==> src/rtl/led_pkg.sv <==
// Shared definitions for the LED sequencer: FSM state encoding.
package led_pkg;

  localparam int STATE_W = 2;

  typedef enum logic [STATE_W-1:0] {
    IDLE = 2'd0,
    ON   = 2'd1,
    OFF  = 2'd2,
    GAP  = 2'd3
  } led_state_t;

endpackage

==> src/rtl/led_prescaler.sv <==
// Tick generator: one-cycle tick every PRESCALE clocks, restarted by a synchronous clear.
module led_prescaler #(
  parameter int PRESCALE = 4
) (
  input  logic clk,
  input  logic rst,
  input  logic clr,
  output logic tick
);

  localparam int PW = (PRESCALE > 1) ? $clog2(PRESCALE) : 1;

  logic [PW-1:0] cnt_reg;

  assign tick = (cnt_reg == PW'(PRESCALE - 1));

  always_ff @(posedge clk or negedge rst) begin
    if (!rst) begin
      cnt_reg <= '0;
    end else if (clr || tick) begin
      cnt_reg <= '0;
    end else begin
      cnt_reg <= cnt_reg + 1'b1;
    end
  end

endmodule

==> src/rtl/led_sequencer.sv <==
// Status LED owner: arbitrates NREQ blink requests and drives led through ON/OFF/GAP phases.
// Optional build macro LED_SEQ_RR_EN selects round-robin instead of fixed-priority arbitration.
module led_sequencer
  import led_pkg::*;
#(
  parameter int NREQ      = 4,
  parameter int CNT_W     = 4,
  parameter int PRESCALE  = 4,
  parameter int ON_TICKS  = 2,
  parameter int OFF_TICKS = 2,
  parameter int GAP_TICKS = 4
) (
  input  logic                  clk,
  input  logic                  rst,
  input  logic [NREQ-1:0]       req,
  input  logic [NREQ*CNT_W-1:0] count,
  output logic [NREQ-1:0]       grant,
  output logic [NREQ-1:0]       done,
  output logic                  busy,
  output logic                  led
);

  localparam int IDX_W     = (NREQ > 1) ? $clog2(NREQ) : 1;
  localparam int MAX_TICKS = (ON_TICKS > OFF_TICKS)
                           ? ((ON_TICKS > GAP_TICKS) ? ON_TICKS : GAP_TICKS)
                           : ((OFF_TICKS > GAP_TICKS) ? OFF_TICKS : GAP_TICKS);
  localparam int PH_W      = (MAX_TICKS > 1) ? $clog2(MAX_TICKS) : 1;

  led_state_t       state_reg;
  logic [CNT_W-1:0] remain_reg;
  logic [PH_W-1:0]  phase_reg;
  logic             tick;
  logic             phase_last;

  logic [CNT_W-1:0] count_field [NREQ];
  logic [NREQ-1:0]  win_onehot;
  logic             win_valid;
  logic [IDX_W-1:0] win_idx;
  logic [IDX_W-1:0] start_idx;

  for (genvar gi = 0; gi < NREQ; gi++) begin : g_count
    assign count_field[gi] = count[gi*CNT_W +: CNT_W];
  end

`ifdef LED_SEQ_RR_EN
  logic [IDX_W-1:0] rr_start_reg;
  assign start_idx = rr_start_reg;
`else
  assign start_idx = '0;
`endif

  // First requester found walking upward from start_idx (wrapping) wins.
  always_comb begin
    win_onehot = '0;
    win_valid  = 1'b0;
    win_idx    = '0;
    for (int k = 0; k < NREQ; k++) begin
      if (!win_valid && req[(int'(start_idx) + k) % NREQ]) begin
        win_valid  = 1'b1;
        win_idx    = IDX_W'((int'(start_idx) + k) % NREQ);
        win_onehot[(int'(start_idx) + k) % NREQ] = 1'b1;
      end
    end
  end

  led_prescaler #(.PRESCALE(PRESCALE)) u_prescaler (
    .clk  (clk),
    .rst  (rst),
    .clr  (state_reg == IDLE),
    .tick (tick)
  );

  always_comb begin
    phase_last = 1'b0;
    case (state_reg)
      ON:      phase_last = (phase_reg == PH_W'(ON_TICKS - 1));
      OFF:     phase_last = (phase_reg == PH_W'(OFF_TICKS - 1));
      GAP:     phase_last = (phase_reg == PH_W'(GAP_TICKS - 1));
      default: phase_last = 1'b0;
    endcase
  end

  always_ff @(posedge clk or negedge rst) begin
    if (!rst) begin
      state_reg  <= IDLE;
      remain_reg <= '0;
      phase_reg  <= '0;
      grant      <= '0;
      done       <= '0;
      busy       <= 1'b0;
      led        <= 1'b0;
`ifdef LED_SEQ_RR_EN
      rr_start_reg <= '0;
`endif
    end else begin
      case (state_reg)
        IDLE: begin
          done <= '0;
          // The done cycle is a mandatory idle slot; arbitration waits one edge.
          if (done == '0 && win_valid) begin
            grant      <= win_onehot;
            busy       <= 1'b1;
            remain_reg <= count_field[win_idx];
            phase_reg  <= '0;
            if (count_field[win_idx] == '0) begin
              state_reg <= GAP;
              led       <= 1'b0;
            end else begin
              state_reg <= ON;
              led       <= 1'b1;
            end
`ifdef LED_SEQ_RR_EN
            rr_start_reg <= (win_idx == IDX_W'(NREQ - 1)) ? '0 : win_idx + 1'b1;
`endif
          end
        end
        ON: begin
          if (tick) begin
            if (phase_last) begin
              phase_reg <= '0;
              led       <= 1'b0;
              if (remain_reg != '0) remain_reg <= remain_reg - 1'b1;
              state_reg <= (remain_reg <= CNT_W'(1)) ? GAP : OFF;
            end else begin
              phase_reg <= phase_reg + 1'b1;
            end
          end
        end
        OFF: begin
          if (tick) begin
            if (phase_last) begin
              phase_reg <= '0;
              led       <= 1'b1;
              state_reg <= ON;
            end else begin
              phase_reg <= phase_reg + 1'b1;
            end
          end
        end
        GAP: begin
          if (tick) begin
            if (phase_last) begin
              phase_reg <= '0;
              state_reg <= IDLE;
              busy      <= 1'b0;
              done      <= grant;
              grant     <= '0;
            end else begin
              phase_reg <= phase_reg + 1'b1;
            end
          end
        end
        default: state_reg <= IDLE;
      endcase
    end
  end

endmodule
==> config.mk <==
export PLATFORM = sky130hd
export DESIGN_NAME = led_sequencer
export DESIGN_NICKNAME = d
export VERILOG_FILES = /design/src/rtl/led_pkg.sv /design/src/rtl/led_prescaler.sv /design/src/rtl/led_sequencer.sv
export SDC_FILE = /design/constraint.sdc
export NUM_CORES = 1
export LEC_CHECK = 0
export BUFFER_PORTS_ARGS = -buffer_cell sky130_fd_sc_hd__buf_2
export CAP_MARGIN = 20
export CORE_MARGIN = 2
export CORE_UTILIZATION = 49
export CTS_CLUSTER_DIAMETER = 200
export CTS_CLUSTER_SIZE = 10
export DETAILED_ROUTE_END_ITERATION = 8
export PLACE_DENSITY_LB_ADDON = 0.2
export SYNTH_ARGS = -nofsm -noshare
export SYNTH_HDL_FRONTEND = slang
export SYNTH_SLANG_ARGS = --single-unit
==> constraint.sdc <==
create_clock -name clk -period 2 [get_ports clk]
set_clock_uncertainty 0.1 [all_clocks]
set_input_delay 0.4 -clock clk [delete_from_list [all_inputs] [get_ports clk]]
set_output_delay 0.4 -clock clk [all_outputs]
set_load 0.05 [all_outputs]
### Yosys cells after proc, flatten, opt, wreduce, memory -nomap -nowiden

Cells that the tools add are included.

| word-level totals | value |
|---|---|
| logic and storage cells | 103 |
| register bits after elaboration | 20 |

| operators by class | value |
|---|---|
| reduce and logical (&&, ||, !) cells | 23 |
| bitwise gates (word level) | 1 |
| order comparisons | 2 |
| equality and inequality tests | 15 |
| muxes and demuxes | 51 |
| $add $sub $neg | 3 |

Operators by type and width:

| cell | number |
|---|---|
| 4-bit 2-to-1 mux | 12 |
| 2-bit 2-to-1 mux | 15 |
| 4-bit case mux with 2 select lines | 3 |
| 1-bit 2-to-1 mux | 14 |
| 2-bit inequality test (second input constant) | 5 |
| 4-bit binary-select mux with 2-bit select | 1 |
| 2-bit equality test (second input constant) | 4 |
| 4-bit zero test | 2 |
| 2-bit by 1-bit inequality test with 1-bit output (second input constant) | 4 |
| 2-bit case mux with 4 select lines | 1 |
| 7-bit AND reduction | 1 |
| 6-bit AND reduction | 1 |
| 5-bit AND reduction | 1 |
| 2-bit by 1-bit adder with 2-bit output (second input constant) | 2 |
| 2-bit by 1-bit equality test with 1-bit output (second input constant) | 2 |
| 4-bit by 1-bit <= comparator with 1-bit output (second input constant) | 1 |
| 1-bit logical AND | 4 |
| 1-bit case mux with 2 select lines | 2 |
| 2-bit case mux with 2 select lines | 1 |
| 4-bit AND reduction | 1 |
| 2-bit nonzero test | 2 |
| 4-bit nonzero test | 1 |
| 4-bit by 1-bit subtractor with 4-bit output (second input constant) | 1 |
| 3-bit greater-or-equal comparator (second input constant) | 1 |
| other kinds (11) | 13 |

### Depth between registers and ports, before layout

| depth | value |
|---|---|
| depth in word-level cells | 18 |
| mapped depth | 8 |
| gate-level depth less buffers | 7 |

### By module

A second synthesis with hierarchy kept.

| second synthesis, totals | value |
|---|---|
| cell total of the unflattened synthesis | 141 |
| area, all modules | 1,422.6 um^2 |

By module, submodules not included:

| module | times used | cells each | seq. area each (um^2) | area an instance (um^2) |
|---|---|---|---|---|
| led_sequencer | 1 | 136 | 450.4 | 1,337.5 |
| led_prescaler | 1 | 5 | 50.0 | 85.1 |

### Least setup slack after synthesis

No wires, ideal clock.

| timing | value |
|---|---|
| path kind | register to register |
| start point | register done[1] |
| end point | register led |
| slack | 0.007 ns |
| data arrival time | 1.768 ns |
| data required time | 1.775 ns |
| cell stages (with the launch flop) | 5 |
| path buffers | 0 |
| period minus slack after synthesis | 1.993 ns |
| cells stage by stage | dfrtp_1 -> o41ai_4 -> o21ai_2 -> nor3_2 -> mux2_4 |

| on the way | value |
|---|---|
| cells in the longest elaborated chain, start to end | 4 |

RTL lines:

| what | RTL line | RTL |
|---|---|---|
| from (decl) | led_sequencer.sv:18 | `output logic [NREQ-1:0] done,` |
| from (signal assigned) | led_sequencer.sv:146 | `done <= grant;` |
| 4-bit zero test | led_sequencer.sv:100 | `if (done == '0 && win_valid) begin` |
| 1-bit logical AND | led_sequencer.sv:100 |  |
| 2-bit inequality test (no line) | - |  |
| 6-bit AND reduction (no line) | - |  |
| to (signal assigned) | led_sequencer.sv:107 | `led <= 1'b0;` |
| to (signal assigned) | led_sequencer.sv:110 | `led <= 1'b1;` |
| to (signal assigned) | led_sequencer.sv:121 | `led <= 1'b0;` |
| to (decl) | led_sequencer.sv:20 | `output logic led` |

Every way passes these cells.
A chain may end at the register's enable or synchronous reset.

### Final worst setup path

| timing | value |
|---|---|
| start point | register done[2] |
| end point | register state_reg[0] |

| on the way | value |
|---|---|
| cells in the longest elaborated chain, start to end | 4 |

RTL lines:

| what | RTL line | RTL |
|---|---|---|
| 4-bit zero test | led_sequencer.sv:100 |  |
| 1-bit logical AND | led_sequencer.sv:100 |  |
| 2-bit inequality test (no line) | - |  |
| 7-bit AND reduction (no line) | - |  |
| to (signal assigned) | led_sequencer.sv:123 | `state_reg <= (remain_reg <= CNT_W'(1)) ? GAP : OFF;` |
| to (decl) | led_sequencer.sv:29 | `led_state_t state_reg;` |

Every way passes these cells.

==> results.yml <==
critical_path:
  reg2reg_to: "state_reg[0]$_DFFE_PN0P_"
  critPathLaunchType: "flip-flop"
  cp_cell_sequence: "o41ai_4, o221ai_2, nor2_2, nand4_1, a21boi_1"
  r2r-start: "done[2]$_DFFE_PN0P_"
  reg2reg_setup_slack_ns: 0.06
  critPathKind: "reg -> reg"
  end_kind: "flip-flop"
  slowest_stage: "o41ai_4"
  cpLargestDelayFamily: "compound AO/OA/AOI/OAI gates"
  cp.buffers_inverters: 0
  cp_slowest_stage_delay_ns: 0.58
  cp_max_fo: 5
  crit_arrival_ns: 2.04
  critPathRequiredTime_ns: 2.10
  r2r_cells: 5
finish:
  antenna_cells: 0
  fin_nets: 244
  nFillCells: 252
  drive_above_1_share_pct: 37.3
  fin_cells: 256
  area_growth_pct: 23.7
  post-route-util_pct: 62.8
  multiInputGateArea_um2: 981
  ff_latch_area_um2: 500
yosys:
  async_reset_ff_share_pct: 100
  netlist_instances: 169
  synth.top_cell.area_share_pct: 32.6
  ys_seq_area_share_pct: 32.6
  synth_flop_cell: "dfrtp_1"
  syn-cell-area_um2: 1540
  yosysMostFrequentCell: "dfrtp_1"
  synth_nets: 200
  yosysTopAreaCell: "dfrtp_1"
  ys_top_cells_by_area: "dfrtp_1, ha_1, nand2_1"
  synth_edf_count: 0
  synth_cell_types: 46
  yosysWarnings: 0
  postSynthAreaPerCell_um2: 9.09
  netlist_top_cells_count: "dfrtp_1, nand2_1, nor2_1"
  yosys_register_bits: 20
timing:
  clock.fmax_ghz: 0.516
  rsz0062_at_grt: "yes"
  min_period_ns: 1.94
  setup_viol: 0
  max-slew-margin-rel_pct: 65.8
  hold_viol_final: 0
  fin_crit_sh_pct: 96.9
  timing.hold.ws_ns: 0.365
  tightest_slew_ns: 0.511
  slew_viol_final: 0
global_route:
  grt_overflow: 0
  grt_usage_pct: 21.1
  grt_start_max_net_pins: 21
  grt_first_pass_wirelength_um: 5780
  grt_pass1_vias: 1254
  grt_antenna_before_repair: 0
detailed_routing:
  post-route-drc-count: 0
  routed_wl_um: 3620
  dr_total_vias: 1430
  wl_per_cell_um: 14.1
  via_per_inst: 5.59
  first_pass_iters: 5
  antenna_left: 0
  drt_iter0_drc: 70
floorplanning:
  dieArea_um2: 3600
  die_y_um: 60.0
  initial_utilization_pct: 50.7
  dieWidth_um: 60.0
  row_count: 20
  core_um2: 3030
  io_pins: 32
cts:
  clockBufferDepth: 2
  clk_pin_slew_ns: 0.12
  htree_levels: 1
  clk_latency_ns: 0.31
  cts_sinks: 20
  cts_root_buffer: "clkbuf_4"
  tritoncts: "yes"
  cts_inserted_buffers: 3
placed_design:
  io_buffers: 31
  dpl.hpwl_um: 2710
  gp_congestion: 0.848
  post-place-cells: 245
min_path:
  whs_path_depth: 1
  holdPathEnd: "u_prescaler.cnt_reg[0]$_DFF_PN0_"
  min_from: "u_prescaler.cnt_reg[0]$_DFF_PN0_"
  hp-class: "reg -> reg"
power_and_ir_drop:
  switching_share_pct: 22.4
  comb_power_share_pct: 11.5
  ir_drop_uv: 565
  p_int_mw: 0.648
  p_leak_nw: 0.876
  powerDensity_nw_per_um2: 440
  power_switching_mw: 0.188
  seq_power_share_pct: 48.4
  clockPowerShare_pct: 40.1
  totalPowerFinal_mw: 0.836
status:
  run_status: "completed"
job:
  cap_violations: 0
-- through the flow --
step | instance area, um^2 | worst slack [ns] | setup TNS, ns
2_1_floorplan | 1540 | 0.00661 | 0
3_3_place_gp | 1750 | 0.0391 | 0
3_5_place_dp | 1750 | -0.0215 | -0.0215
4_1_cts | 1840 | 0.0135 | 0
5_1_grt | 1900 | -0.0844 | -0.177
6_report | 1900 | 0.0628 | 0
-- logic make-up (layout without fill, tap and decap cells) --
kind of cell / Yosys count / after routing / share of synthesized area (%)
xor+xnor: 1 / 1 / 0.570
flops: 20 / 20 / 32.6
mux: 10 / 10 / 7.08
compound gates: 49 / 49 / 23.8
simple gates: 63 / 63 / 22.6
fa+ha+maj: 9 / 9 / 7.33
buf+inv: 17 / 60 / 6.11
-- what timing repair did --
item | CTS | global route
endpoints found under the hold margin | 20 | 0
hold buffers | 1 | 0
setup buffers | 3 | 3
gates resized for setup | 1 | 11
pin swaps | 1 | 4
endpoints found under the setup margin | 2 | 8
-- metal layers --
metal | GRT usage [%] | vias to the layer above | part of all wire [%]
li1 | - | 693 | -
met1 | 27.6 | 706 | 45
met2 | 35.6 | 27 | 51
met3 | 5.19 | 4 | 3.1
met4 | 3.81 | 0 | 0.75
met5 | 0 | - | 0
-- worst max path at each step --
stage / slack [ns] / start / cells past startpoint / to
2_1_floorplan: 0.007 / done[1]$_DFFE_PN0P_ / 4 / led$_DFFE_PN0P_
3_3_place_gp: 0.04 / req[1] / 6 / led$_DFFE_PN0P_
3_5_place_dp: -0.02 / state_reg[1]$_DFFE_PN0P_ / 7 / remain_reg[1]$_DFFE_PN0P_
4_1_cts: 0.01 / state_reg[0]$_DFFE_PN0P_ / 7 / remain_reg[1]$_DFFE_PN0P_
5_1_grt: -0.08 / done[2]$_DFFE_PN0P_ / 5 / state_reg[0]$_DFFE_PN0P_
6_report: 0.06 / done[2]$_DFFE_PN0P_ / 5 / state_reg[0]$_DFFE_PN0P_
-- cell type report --
cell class                 instances  share of cell area (%)
sequential                        20                    26.3
tap                               44                    2.90
multi-input combinational        132                    51.6
clock inverter                     1                    1.58
timing repair buffer              47                    14.6
clock buffer                       3                    1.18
inverter                           9                    1.78
-- power by group through the flow --
stage	Clock (mW)	Combinational, mW	Sequential, mW
global route	0.365	0.107	0.404
global placement	0	0.0926	0.412
finish	0.335	0.0963	0.404
detailed placement	0	0.0949	0.412
floorplan	0	0.0549	0.412
CTS	0.344	0.0968	0.404
-- placed cells by master (no fill, tap or decap), drive strengths merged, types with 2 or more instances in the layout --
cell type / instances
nor3: 3
clkbuf: 3
nand4: 2
o41ai: 2
a32oi: 2
o31ai: 4
mux2: 4
a21oi: 9
ha: 9
nand2: 18
nor2: 19
nor3b: 6
nand3: 2
and4: 2
mux2i: 6
a22oi: 3
dfrtp: 20
o211a: 2
o21ai: 20
buf: 46
inv: 9
nor2b: 4
Power figures use the tool's default switching activity.
